[src/rtl/temp_alarm_filter_if.sv]
// Sample/acknowledge inputs and filtered alarm outputs of the temperature alarm filter.
// The master modport drives the samples; the slave modport is the filter itself.
interface temp_alarm_filter_if;
    logic       sample_en;
    logic       ind;
    logic       ack;
    logic       warn;
    logic       alarm;
    logic [7:0] event_cnt;

    modport master (output sample_en, ind, ack, input warn, alarm, event_cnt);
    modport slave  (input sample_en, ind, ack, output warn, alarm, event_cnt);
endinterface

[src/rtl/temp_alarm_filter.sv]
// Persistence filter on the in-range indicator: debounced warn, sticky alarm
// cleared by operator ack while idle, and a saturating count of warn episodes.
module temp_alarm_filter #(
    parameter int ON_CNT  = 4,
    parameter int OFF_CNT = 4
) (
    input  logic                 clk,
    input  logic                 rst_n,
    temp_alarm_filter_if.slave   bus
);

    if (ON_CNT < 2 || ON_CNT > 15 || OFF_CNT < 2 || OFF_CNT > 15) begin : g_param_chk
        $error("temp_alarm_filter: ON_CNT/OFF_CNT must be within 2..15");
    end

    localparam logic [3:0] ON_C  = 4'(ON_CNT);
    localparam logic [3:0] OFF_C = 4'(OFF_CNT);

    typedef enum logic [1:0] {IDLE, PEND_ON, ACTIVE, PEND_OFF} state_e;

    state_e     state_q, state_d;
    logic [3:0] run_q, run_d;
    logic       warn_q, warn_d;
    logic       alarm_q, alarm_d;
    logic [7:0] cnt_q, cnt_d;
    logic       new_ep;

    always_comb begin
        state_d = state_q;
        run_d   = run_q;
        new_ep  = 1'b0;
        if (bus.sample_en) begin
            unique case (state_q)
                IDLE: begin
                    if (bus.ind) begin
                        state_d = PEND_ON;
                        run_d   = 4'd1;
                    end
                end
                PEND_ON: begin
                    if (!bus.ind) begin
                        state_d = IDLE;
                        run_d   = 4'd0;
                    end else if (run_q + 4'd1 == ON_C) begin
                        state_d = ACTIVE;
                        run_d   = 4'd0;
                        new_ep  = 1'b1;
                    end else begin
                        run_d   = run_q + 4'd1;
                    end
                end
                ACTIVE: begin
                    if (!bus.ind) begin
                        state_d = PEND_OFF;
                        run_d   = 4'd1;
                    end
                end
                PEND_OFF: begin
                    // A high sample here cancels the release; same episode continues.
                    if (bus.ind) begin
                        state_d = ACTIVE;
                        run_d   = 4'd0;
                    end else if (run_q + 4'd1 == OFF_C) begin
                        state_d = IDLE;
                        run_d   = 4'd0;
                    end else begin
                        run_d   = run_q + 4'd1;
                    end
                end
                default: begin
                    state_d = IDLE;
                    run_d   = 4'd0;
                end
            endcase
        end

        warn_d = (state_d == ACTIVE) || (state_d == PEND_OFF);

        // Set beats clear; ack only counts once the registered state is back to IDLE.
        alarm_d = alarm_q;
        if (new_ep)
            alarm_d = 1'b1;
        else if (bus.ack && state_q == IDLE)
            alarm_d = 1'b0;

        cnt_d = cnt_q;
        if (new_ep && cnt_q != 8'hFF)
            cnt_d = cnt_q + 8'd1;
    end

    always_ff @(posedge clk or negedge rst_n) begin
        if (!rst_n) begin
            state_q <= IDLE;
            run_q   <= 4'd0;
            warn_q  <= 1'b0;
            alarm_q <= 1'b0;
            cnt_q   <= 8'd0;
        end else begin
            state_q <= state_d;
            run_q   <= run_d;
            warn_q  <= warn_d;
            alarm_q <= alarm_d;
            cnt_q   <= cnt_d;
        end
    end

    assign bus.warn      = warn_q;
    assign bus.alarm     = alarm_q;
    assign bus.event_cnt = cnt_q;

endmodule

[src/flat_wrapper.sv]
// flat-port wrapper written by rule: the top's interface ports become plain ports
module temp_alarm_filter_flat 
#(
    parameter int ON_CNT  = 4,
    parameter int OFF_CNT = 4
)
  (clk, rst_n, bus_sample_en, bus_ind, bus_ack, bus_warn, bus_alarm, bus_event_cnt);
  temp_alarm_filter_if bus_i ();
  input  logic clk;
  input  logic rst_n;
  input wire logic [$bits(bus_i.sample_en)-1:0] bus_sample_en;
  input wire logic [$bits(bus_i.ind)-1:0] bus_ind;
  input wire logic [$bits(bus_i.ack)-1:0] bus_ack;
  output wire logic [$bits(bus_i.warn)-1:0] bus_warn;
  output wire logic [$bits(bus_i.alarm)-1:0] bus_alarm;
  output wire logic [$bits(bus_i.event_cnt)-1:0] bus_event_cnt;
  assign bus_i.sample_en = bus_sample_en;
  assign bus_i.ind = bus_ind;
  assign bus_i.ack = bus_ack;
  assign bus_warn = bus_i.warn;
  assign bus_alarm = bus_i.alarm;
  assign bus_event_cnt = bus_i.event_cnt;
  temp_alarm_filter #(.ON_CNT(ON_CNT), .OFF_CNT(OFF_CNT)) u_core (.clk(clk), .rst_n(rst_n), .bus(bus_i));
endmodule
[config.mk]
export PLATFORM = sky130hd
export DESIGN_NAME = temp_alarm_filter_flat
export DESIGN_NICKNAME = d
export VERILOG_FILES = /design/src/rtl/temp_alarm_filter_if.sv /design/src/rtl/temp_alarm_filter.sv /design/src/flat_wrapper.sv
export SDC_FILE = /design/constraint.sdc
export NUM_CORES = 1
export LEC_CHECK = 0
export BUFFER_PORTS_ARGS = -buffer_cell sky130_fd_sc_hd__buf_2
export CAP_MARGIN = 15
export CORE_MARGIN = 1
export CORE_UTILIZATION = 57
export DETAILED_ROUTE_END_ITERATION = 8
export PLACE_DENSITY_LB_ADDON = 0.25
export REMOVE_ABC_BUFFERS = 1
export SYNTH_ARGS = -nofsm -noshare
export SYNTH_HDL_FRONTEND = slang
export SYNTH_SLANG_ARGS = --single-unit
[constraint.sdc]
create_clock -name clk -period 2.85 [get_ports clk]
set_input_delay 0.1425 -clock clk [delete_from_list [all_inputs] [get_ports clk]]
set_output_delay 0.1425 -clock clk [all_outputs]
set_load 0.01 [all_outputs]
==> results of run 1 <==
-- logic make-up (layout without fill, tap and decap cells) --
kind of cell / after synthesis / after routing / share of synthesized area
compound gates: 12 / 12 / 0.110
buf+inv: 4 / 21 / 0.0204
mux: 5 / 5 / 0.0640
fa+ha+maj: 3 / 3 / 0.0436
flops: 16 / 16 / 0.465
xor+xnor: 7 / 7 / 0.0712
simple gates: 36 / 36 / 0.225
-- worst max-delay path: stages, from the launching register on --
cell,delay [ns]
dfrtp_1,0.48
ha_1,0.24
and2b_1,0.25
a32oi_4,0.17
nor4_1,0.35
mux2_2,0.37
-- per-layer routing --
| layer | share of wire | vias up | GRT usage |
|---|---|---|---|
| met3 | 0.036 | 4 | 0.0326 |
| met4 | 0.019 | 0 | 0.125 |
| met5 | 0 | - | 0 |
| met1 | 0.50 | 308 | 0.303 |
| li1 | - | 330 | - |
| met2 | 0.45 | 16 | 0.340 |
-- where the power goes --
group | switching (uW) | internal (uW) | leakage (uW)
combinational | 118 | 92.2 | 0.000256
sequential | 59.1 | 271 | 0.000217
clock | 71.1 | 77.8 | 0.0000210
-- flip-flops by register name, indices dropped and copies added (netlist names) --
| register | cells |
|---|---|
| u_core.bus.alarm | 1 |
| u_core.bus.event_cnt | 8 |
| u_core.bus.warn | 1 |
| u_core.run_q | 4 |
| u_core.state_q | 2 |
-- worst max path at each step --
stage	from	end	cells after the start
global route	u_core.run_q[0]$_DFFE_PN0P_	u_core.bus.event_cnt[1]$_DFFE_PN0P_	5
floorplan	u_core.run_q[0]$_DFFE_PN0P_	u_core.bus.event_cnt[1]$_DFFE_PN0P_	5
detailed placement	u_core.run_q[0]$_DFFE_PN0P_	u_core.bus.event_cnt[1]$_DFFE_PN0P_	5
finish	u_core.run_q[0]$_DFFE_PN0P_	u_core.bus.event_cnt[6]$_DFFE_PN0P_	5
global placement	u_core.run_q[0]$_DFFE_PN0P_	u_core.bus.event_cnt[1]$_DFFE_PN0P_	5
CTS	u_core.run_q[0]$_DFFE_PN0P_	u_core.bus.event_cnt[1]$_DFFE_PN0P_	5
-- cell type report --
class	count	area (um2)
clock buffers	4	36.3
fillers	107	364
inverters	2	7.51
multi-input cells	63	443
flip-flops and latches	16	400
well taps	15	18.8
repair buffers	15	80.1
-- per-stage QoR --
step	worst slack, ns	hold WS [ns]	std cells	instance area, um2	utilization
6_report	0.892	0.131	115	986	0.730
5_1_grt	0.764	0.143	115	986	0.730
4_1_cts	0.896	0.126	115	986	0.730
3_5_place_dp	0.904	0.0730	110	940	0.696
3_3_place_gp	0.980	0.0710	110	940	0.696
2_1_floorplan	1.04	-0.153	81	851	-
-- placed cells by master, fill, tap and decap left out, types with 3 or more instances in the layout --
cell	Yosys	routed
nor2_1	5	5
dfrtp_1	16	16
nor4b_1	4	4
xor2_1	7	7
mux2_2	4	4
nand3_1	4	4
a21oi_1	3	3
nand2_1	10	10
nor2b_1	3	3
o21ai_0	4	4
ha_1	3	3
clkbuf_4	0	3
buf_2	2	14
==> run_results.csv, run 1 <==
group,metric,value,unit
critical_path,critPathArrivalTime,2.14,ns
critical_path,regToRegEndpoint,"u_core.bus.event_cnt[6]$_DFFE_PN0P_",
cts,cts_resized,0,
pwr,worst_ir_drop_vdd,0.532,mV
die,start_util,0.638,
die,fp.dieW,40.9,um
synth,ys_types,26,
routing,drtIter0Drc,16,
global_routing,grt_pass1_vias,569,
synth,synth_seq_area_share,0.465,
routing,wire_per_inst,13.4,um
timing,max_freq,511,MHz
global_routing,grt_util_all_layers,0.224,
final_layout,diodes,0,
cts,cts_root_buf,"clkbuf_4",
cts,clk_pin_slew_worst_paths,0.09,ns
routing,wl,1540,um
timing,setup_viol,0,
min_path,hold_start,"bus_ind",
global_routing,grt-ovfl-total,0,
final_layout,nNetsFinal,109,
min_path,min-delay-path-class,"in2reg",
pwr,powerDensity,699,nW/um2
cts,numCtsBuffers,3,
cts,postCtsSetupBuffers,0,
timing,hold_viol,0,
placed_design,hpwl,1090,um
critical_path,regToRegStartpoint,"u_core.run_q[0]$_DFFE_PN0P_",
synth,ys_top_cells_by_area,"dfrtp_1 (47%), xor2_1 (7.1%), mux2_2 (5.2%), ha_1 (4.4%), nand2_1 (4.4%)",
routing,vias_per_cell,5.72,
critical_path,reg2reg_depth,5,
cts,clock_path_buffers,2,
synth,synth_cells,83,
synth,synth_top_area_share,0.465,
cts,htree_levels,1,
timing,drv_slew,0,
die,rows,13,
synth,yosysTopAreaCell,"dfrtp_1",
global_routing,antenna_found_initial,0,
routing,detail-route-antenna-nets,0,
cts,ctsHoldBuffers,1,
placed_design,gp_congestion,0.802,
critical_path,cp.required,3.03,ns
synth,synth_area,861,um2
timing,fin_crit_sh,0.687,
pwr,finalPower,689,uW
critical_path,cp_max_fo,10,
run_status,status,"complete, no violations",
timing,skew,0.00222,ns
synth,synth_edf_count,0,
timing,tightest_slew,0.421,ns
timing,fin_crit,1.96,ns
final_layout,area_growth,14.5,%
min_path,hold_path_depth,2,
timing,relSlewSlack,0.716,
routing,drc,0,
cts,insertion_delay,0.29,ns
critical_path,start_kind,"register",
min_path,min_to,"u_core.state_q[1]$_DFF_PN0_",
final_layout,drive_above_1_share,0.250,
synth,yosysMostFrequentCell,"dfrtp_1",
cts,cts.sinks,16,
synth,ys_seq_elements,16,
synth,synthTopCellsByCount,"dfrtp_1 (16), nand2_1 (10), xor2_1 (7)",
die,core_area,1350,um2
die,pin_count,15,
synth,synth_flop_cell,"dfrtp_1",
die,dieArea,1670,um2
timing,rsz0062_at_grt,"no",
die,die_h,40.9,um
synth,synth_warnings,0,
critical_path,cp-end-kind,"register",
pwr,leakage,0.000494,uW
job,max-cap-violations,0,
placed_design,port_buffers,14,
synth,avgSynthCellArea,10.4,um2
routing,vias,658,
critical_path,critical_path_class,"reg2reg",
cts,cts_tree,"done",
global_routing,grt_first_pass_wirelength,2420,um
global_routing,grt_max_degree,17,
synth,synth-async-reset-ratio,1.00,
timing,tns,0,ns
routing,dr.pass1.iters,4,
critical_path,rrSetupSlack,0.89,ns
No activity file was read; power rests on OpenSTA's default activity.
==> inputs of run 2 (changes only) <==
CORE_UTILIZATION = 53   (was 57)
clock period = 2 ns   (was 2.85 ns; I/O delays follow)
==> run 2 against run 1 <==
Non-clock buffer count is 1 higher. Core utilization shrank 6.2 points. Clock skew grew 0.00092 ns. Clock-buffer cell count unchanged. Sequential share of layout area shrank 0.73 points. Global-route usage fell by 3.3 points. Final cell count grew 1.7%. Combinational power rose by 42%. Power grew 43%. Maximum frequency up 3.9%.
==> run_results.csv, run 2 (same netlist as run 1, synthesis figures left out) <==
group,metric,value,unit
final_layout,largest_reg_flops,8,
die,die_h,42.3,um
global_routing,grt-ovfl-total,0,
final_layout,multiInputGateArea,454,um2
pwr,leakage,0.000497,uW
pwr,worst_ir_drop_vdd,0.901,mV
placed_design,port_buffers,14,
placed_design,pre_cts_ws,0.0455,ns
cts,clock_path_buffers,2,
timing,fin_crit_sh,0.942,
critical_path,cp_max_fo,10,
global_routing,grt_max_degree,17,
routing,drtIter0Drc,23,
placed_design,gp_congestion,0.704,
final_layout,nNetsFinal,110,
final_layout,drive_above_1_share,0.287,
final_layout,layout.cells.non_filler,117,
final_layout,most-common-layout-cells,"dfrtp_1 (15), buf_2 (14), nand2_1 (10)",
critical_path,cp_slowest_stage_delay,0.46,ns
cts,htree_levels,1,
critical_path,crit_start,"u_core.run_q[0]$_DFFE_PN0P_",
cts,insertion_delay,0.29,ns
min_path,hold_path_depth,2,
critical_path,cp-end-kind,"register",
final_layout,area_growth,17.0,%
routing,dr.pass1.iters,4,
critical_path,critical_path_class,"reg2reg",
timing,fin_crit,1.88,ns
placed_design,dp.cells,112,
die,core_area,1510,um2
min_path,hold_start,"bus_ind",
routing,vias,668,
cts,cts.sinks,16,
timing,setup_slack,0.116,ns
global_routing,antenna_found_initial,0,
timing,tightest_slew,0.398,ns
timing,max_freq,531,MHz
routing,wl,1520,um
critical_path,regToRegStartpoint,"u_core.run_q[0]$_DFFE_PN0P_",
global_routing,grt_pass1_vias,583,
critical_path,reg2reg_depth,5,
routing,vias_per_cell,5.71,
global_routing,grt_util_all_layers,0.191,
timing,hold_viol,0,
timing,drv_slew,0,
critical_path,cp.required,2.18,ns
placed_design,hpwl,1070,um
critical_path,crit_chain,"ha_1 -> and2b_1 -> a32oi_4 -> nor4_2 -> mux2_2",
timing,rsz0062_at_grt,"no",
routing,drc,0,
timing,tns,0,ns
job,max-cap-violations,0,
cts,clk_pin_slew_worst_paths,0.09,ns
critical_path,critPathArrivalTime,2.07,ns
cts,numCtsBuffers,3,
routing,detail-route-antenna-nets,0,
run_status,status,"complete, no violations",
die,rows,14,
critical_path,start_kind,"register",
final_layout,final_common_cell,"dfrtp_1",
routing,wire_per_inst,13.0,um
die,fp.dieW,42.3,um
timing,skew,0.00313,ns
min_path,min-delay-path-class,"in2reg",
final_layout,ff_latch_area,402,um2
timing,setup_viol,0,
critical_path,crit_slowest_cell,"dfrtp_2",
die,dieArea,1790,um2
die,start_util,0.571,
timing,relSlewSlack,0.731,
cts,cts_tree,"done",
global_routing,grt_first_pass_wirelength,2570,um
die,pin_count,15,
final_layout,diodes,0,
final_layout,fillers,119,
cts,cts_root_buf,"clkbuf_4",
pwr,powerDensity,978,nW/um2
-- run 2: cell types whose count changed in the layout (fill, tap and decap cells not counted) --
cell / previous run / this run
dfrtp_2: 0 / 1
nor4_1: 2 / 1
dfrtp_1: 16 / 15
nor4_2: 0 / 1
buf_4: 0 / 1
nor3_1: 2 / 1
nor3_2: 0 / 1
-- run 2: report_power, final --
group          total [uW]  switching (uW)  internal, uW
clock                 215             104           111
combinational         299             167           132
sequential            471            82.9           388
total                 985             354           631
-- run 2: stage by stage --
step / util / power, uW / instance area, um2 / hold slack [ns]
after floorplan: - / 683 / 851 / -0.196
after global routing: 0.669 / 1060 / 1010 / 0.106
final: 0.669 / 985 / 1010 / 0.0861
after detailed placement: 0.630 / 765 / 948 / 0.0335
after CTS: 0.660 / 985 / 995 / 0.0796
after global placement: 0.630 / 755 / 948 / 0.0313
-- run 2: final cells by class --
cell class                      count  share of cell area
Timing Repair Buffer               16              0.0870
Sequential cell                    16               0.399
Multi-Input combinational cell     63               0.451
Clock buffer                        4              0.0360
Tap cell                           16              0.0199
Inverter                            2             0.00745
-- run 2: what timing repair did --
| item | in CTS | in global routing |
|---|---|---|
| hold buffers | 1 | 0 |
| gates resized for setup | 0 | 3 |
| endpoints found under the hold margin | 16 | 0 |
| endpoints found under the setup margin | 0 | 2 |
| buffers inserted | 0 | 0 |
-- run 2: critical path, delay by kind of cell (launching register included) --
| kind | cells | cell delay, ns |
|---|---|---|
| multiplexers | 1 | 0.36 |
| flip-flops | 1 | 0.46 |
| adder cells (fa/ha/maj) | 1 | 0.21 |
| AND/OR/NAND/NOR | 2 | 0.56 |
| AO/OA/AOI/OAI | 1 | 0.18 |
-- run 2: final timing paths --
| path | endpoint | slack, ns |
|---|---|---|
| worst max-delay path | u_core.bus.event_cnt[6]$_DFFE_PN0P_ | 0.12 |
| worst min-delay path | u_core.bus.warn$_DFF_PN0_ | 0.09 |
| worst max register to register | u_core.bus.event_cnt[6]$_DFFE_PN0P_ | 0.12 |
| worst min register to register | u_core.bus.alarm$_DFFE_PN0P_ | 0.50 |
| max in group asynchronous | u_core.run_q[0]$_DFFE_PN0P_ | 1.46 |
| min in group asynchronous | u_core.bus.event_cnt[3]$_DFFE_PN0P_ | 0.25 |
-- run 2: per-layer routing --
metal	routed length [um]	track usage	up-vias
met3	44	0.0259	5
met2	666	0.265	14
li1	-	-	334
met1	773	0.283	315
met5	0	0	-
met4	37	0.113	0
==> inputs of run 3 (changes only) <==
CORE_UTILIZATION = 56   (was 53)
CTS_BUF_LIST = sky130_fd_sc_hd__clkbuf_4 sky130_fd_sc_hd__clkbuf_8   (was default)
==> run 3 against run 2 <==
Sequential share of layout area up 0.60 points. Flip-flop and latch count unchanged. First-iteration DRC count down 78%. Maximum frequency down 0.90%. Die area down 5.1%. Largest power group unchanged.
==> run_results.csv, run 3 (same netlist as run 1, synthesis figures left out) <==
group,metric,value,unit
routing,vias_per_cell,5.77,
global_routing,antenna_found_initial,0,
global_routing,grt_max_degree,17,
job,max-cap-violations,0,
cts,cts_tree,"done",
routing,vias,664,
final_layout,nNetsFinal,110,
global_routing,grt_pass1_vias,559,
run_status,status,"complete, no violations",
critical_path,cp.required,2.17,ns
cts,numCtsBuffers,3,
timing,fin_crit,1.90,ns
cts,cts_root_buf,"clkbuf_4",
die,fp.dieW,41.2,um
die,start_util,0.630,
routing,drtIter0Drc,5,
timing,skew,0.00298,ns
die,rows,13,
final_layout,multiInputGateArea,454,um2
timing,relSlewSlack,0.719,
cts,clk_pin_slew_worst_paths,0.09,ns
routing,wl,1580,um
placed_design,port_buffers,14,
global_routing,grt_util_all_layers,0.229,
die,pin_count,15,
cts,cts.sinks,16,
final_layout,area_growth,15.3,%
die,die_h,41.2,um
critical_path,critPathArrivalTime,2.08,ns
critical_path,critical_path_class,"reg2reg",
timing,tns,0,ns
pwr,leakage,0.000490,uW
min_path,min-delay-path-class,"in2reg",
final_layout,drive_above_1_share,0.280,
final_layout,fillers,107,
final_layout,diodes,0,
die,core_area,1370,um2
final_layout,most-common-layout-cells,"dfrtp_1 (15), buf_2 (14), nand2_1 (10)",
pwr,worst_ir_drop_vdd,0.832,mV
routing,drc,0,
placed_design,pre_cts_ws,0.0383,ns
routing,wire_per_inst,13.8,um
global_routing,grt_first_pass_wirelength,2460,um
routing,dr.pass1.iters,4,
timing,hold_viol,0,
final_layout,largest_reg_flops,8,
timing,max_freq,526,MHz
critical_path,cp-end-kind,"register",
final_layout,ff_latch_area,402,um2
cts,htree_levels,1,
die,dieArea,1700,um2
final_layout,final_common_cell,"dfrtp_1",
timing,setup_viol,0,
routing,detail-route-antenna-nets,0,
critical_path,cp_max_fo,10,
placed_design,gp_congestion,0.725,
critical_path,start_kind,"register",
timing,rsz0062_at_grt,"no",
timing,fin_crit_sh,0.950,
placed_design,hpwl,1140,um
global_routing,grt-ovfl-total,0,
timing,tightest_slew,0.415,ns
pwr,powerDensity,949,nW/um2
timing,drv_slew,0,
cts,clock_path_buffers,2,
timing,setup_slack,0.0992,ns
cts,insertion_delay,0.28,ns
run 3: cell count changes in the layout (fill, tap and decap cells not counted), sizes merged:
cell and delta:
clkbuf -1
run 3: per-stage QoR:
step                power, uW  hold slack, ns  utilization  instances  cell area, um2
floorplan                 683          -0.196            -         81             851
global placement          755          0.0284        0.693        111             947
detailed placement        773          0.0306        0.693        111             947
CTS                       943          0.0942        0.717        115             980
global route             1000          0.0963        0.726        115             992
finish                    942           0.102        0.726        115             992
run 3: repair_timing:
| action | 4_1_cts | 5_1_grt |
|---|---|---|
| setup buffers | 0 | 0 |
| hold buffers | 1 | 0 |
| endpoints found under the setup margin | 0 | 2 |
| gates resized for setup | 0 | 3 |
| endpoints found under the hold margin | 16 | 0 |
run 3: final timing paths:
kind	from	end	slack (ns)	depth (start not counted)
max in group asynchronous	rst_n	u_core.run_q[0]$_DFFE_PN0P_	1.48	2
min in group asynchronous	rst_n	u_core.bus.event_cnt[6]$_DFFE_PN0P_	0.25	2
hold / removal	bus_ind	u_core.bus.warn$_DFF_PN0_	0.10	2
setup / recovery	u_core.run_q[0]$_DFFE_PN0P_	u_core.bus.event_cnt[6]$_DFFE_PN0P_	0.1	5
hold reg to reg	u_core.bus.alarm$_DFFE_PN0P_	u_core.bus.alarm$_DFFE_PN0P_	0.51	2
setup reg to reg	u_core.run_q[0]$_DFFE_PN0P_	u_core.bus.event_cnt[6]$_DFFE_PN0P_	0.1	5
run 3: where the power goes:
| group | switching [uW] | leakage, uW | internal, uW | total (uW) |
|---|---|---|---|---|
| registers | 84.5 | 0.000216 | 389 | 473 |
| logic | 170 | 0.000261 | 133 | 303 |
| clock network | 96.3 | 0.0000138 | 69.9 | 166 |
run 3: per-layer routing:
metal,part of all wire,global-route usage
met1,0.53,0.324
met2,0.42,0.320
met3,0.040,0.0489
met4,0.0076,0.129
met5,0,0
run 3: critical path, cell delays in order (launching register included):
cell     delay [ns]
dfrtp_2        0.46
ha_1           0.22
and2b_1        0.25
a32oi_4        0.18
nor4_2         0.32
mux2_2         0.37
run 3: final cells by class:
class                           instances  area share
Tap cell                               15      0.0189
Inverter                                2     0.00757
Sequential cell                        16       0.405
Clock buffer                            3      0.0227
Multi-Input combinational cell         63       0.458
Timing Repair Buffer                   16      0.0883
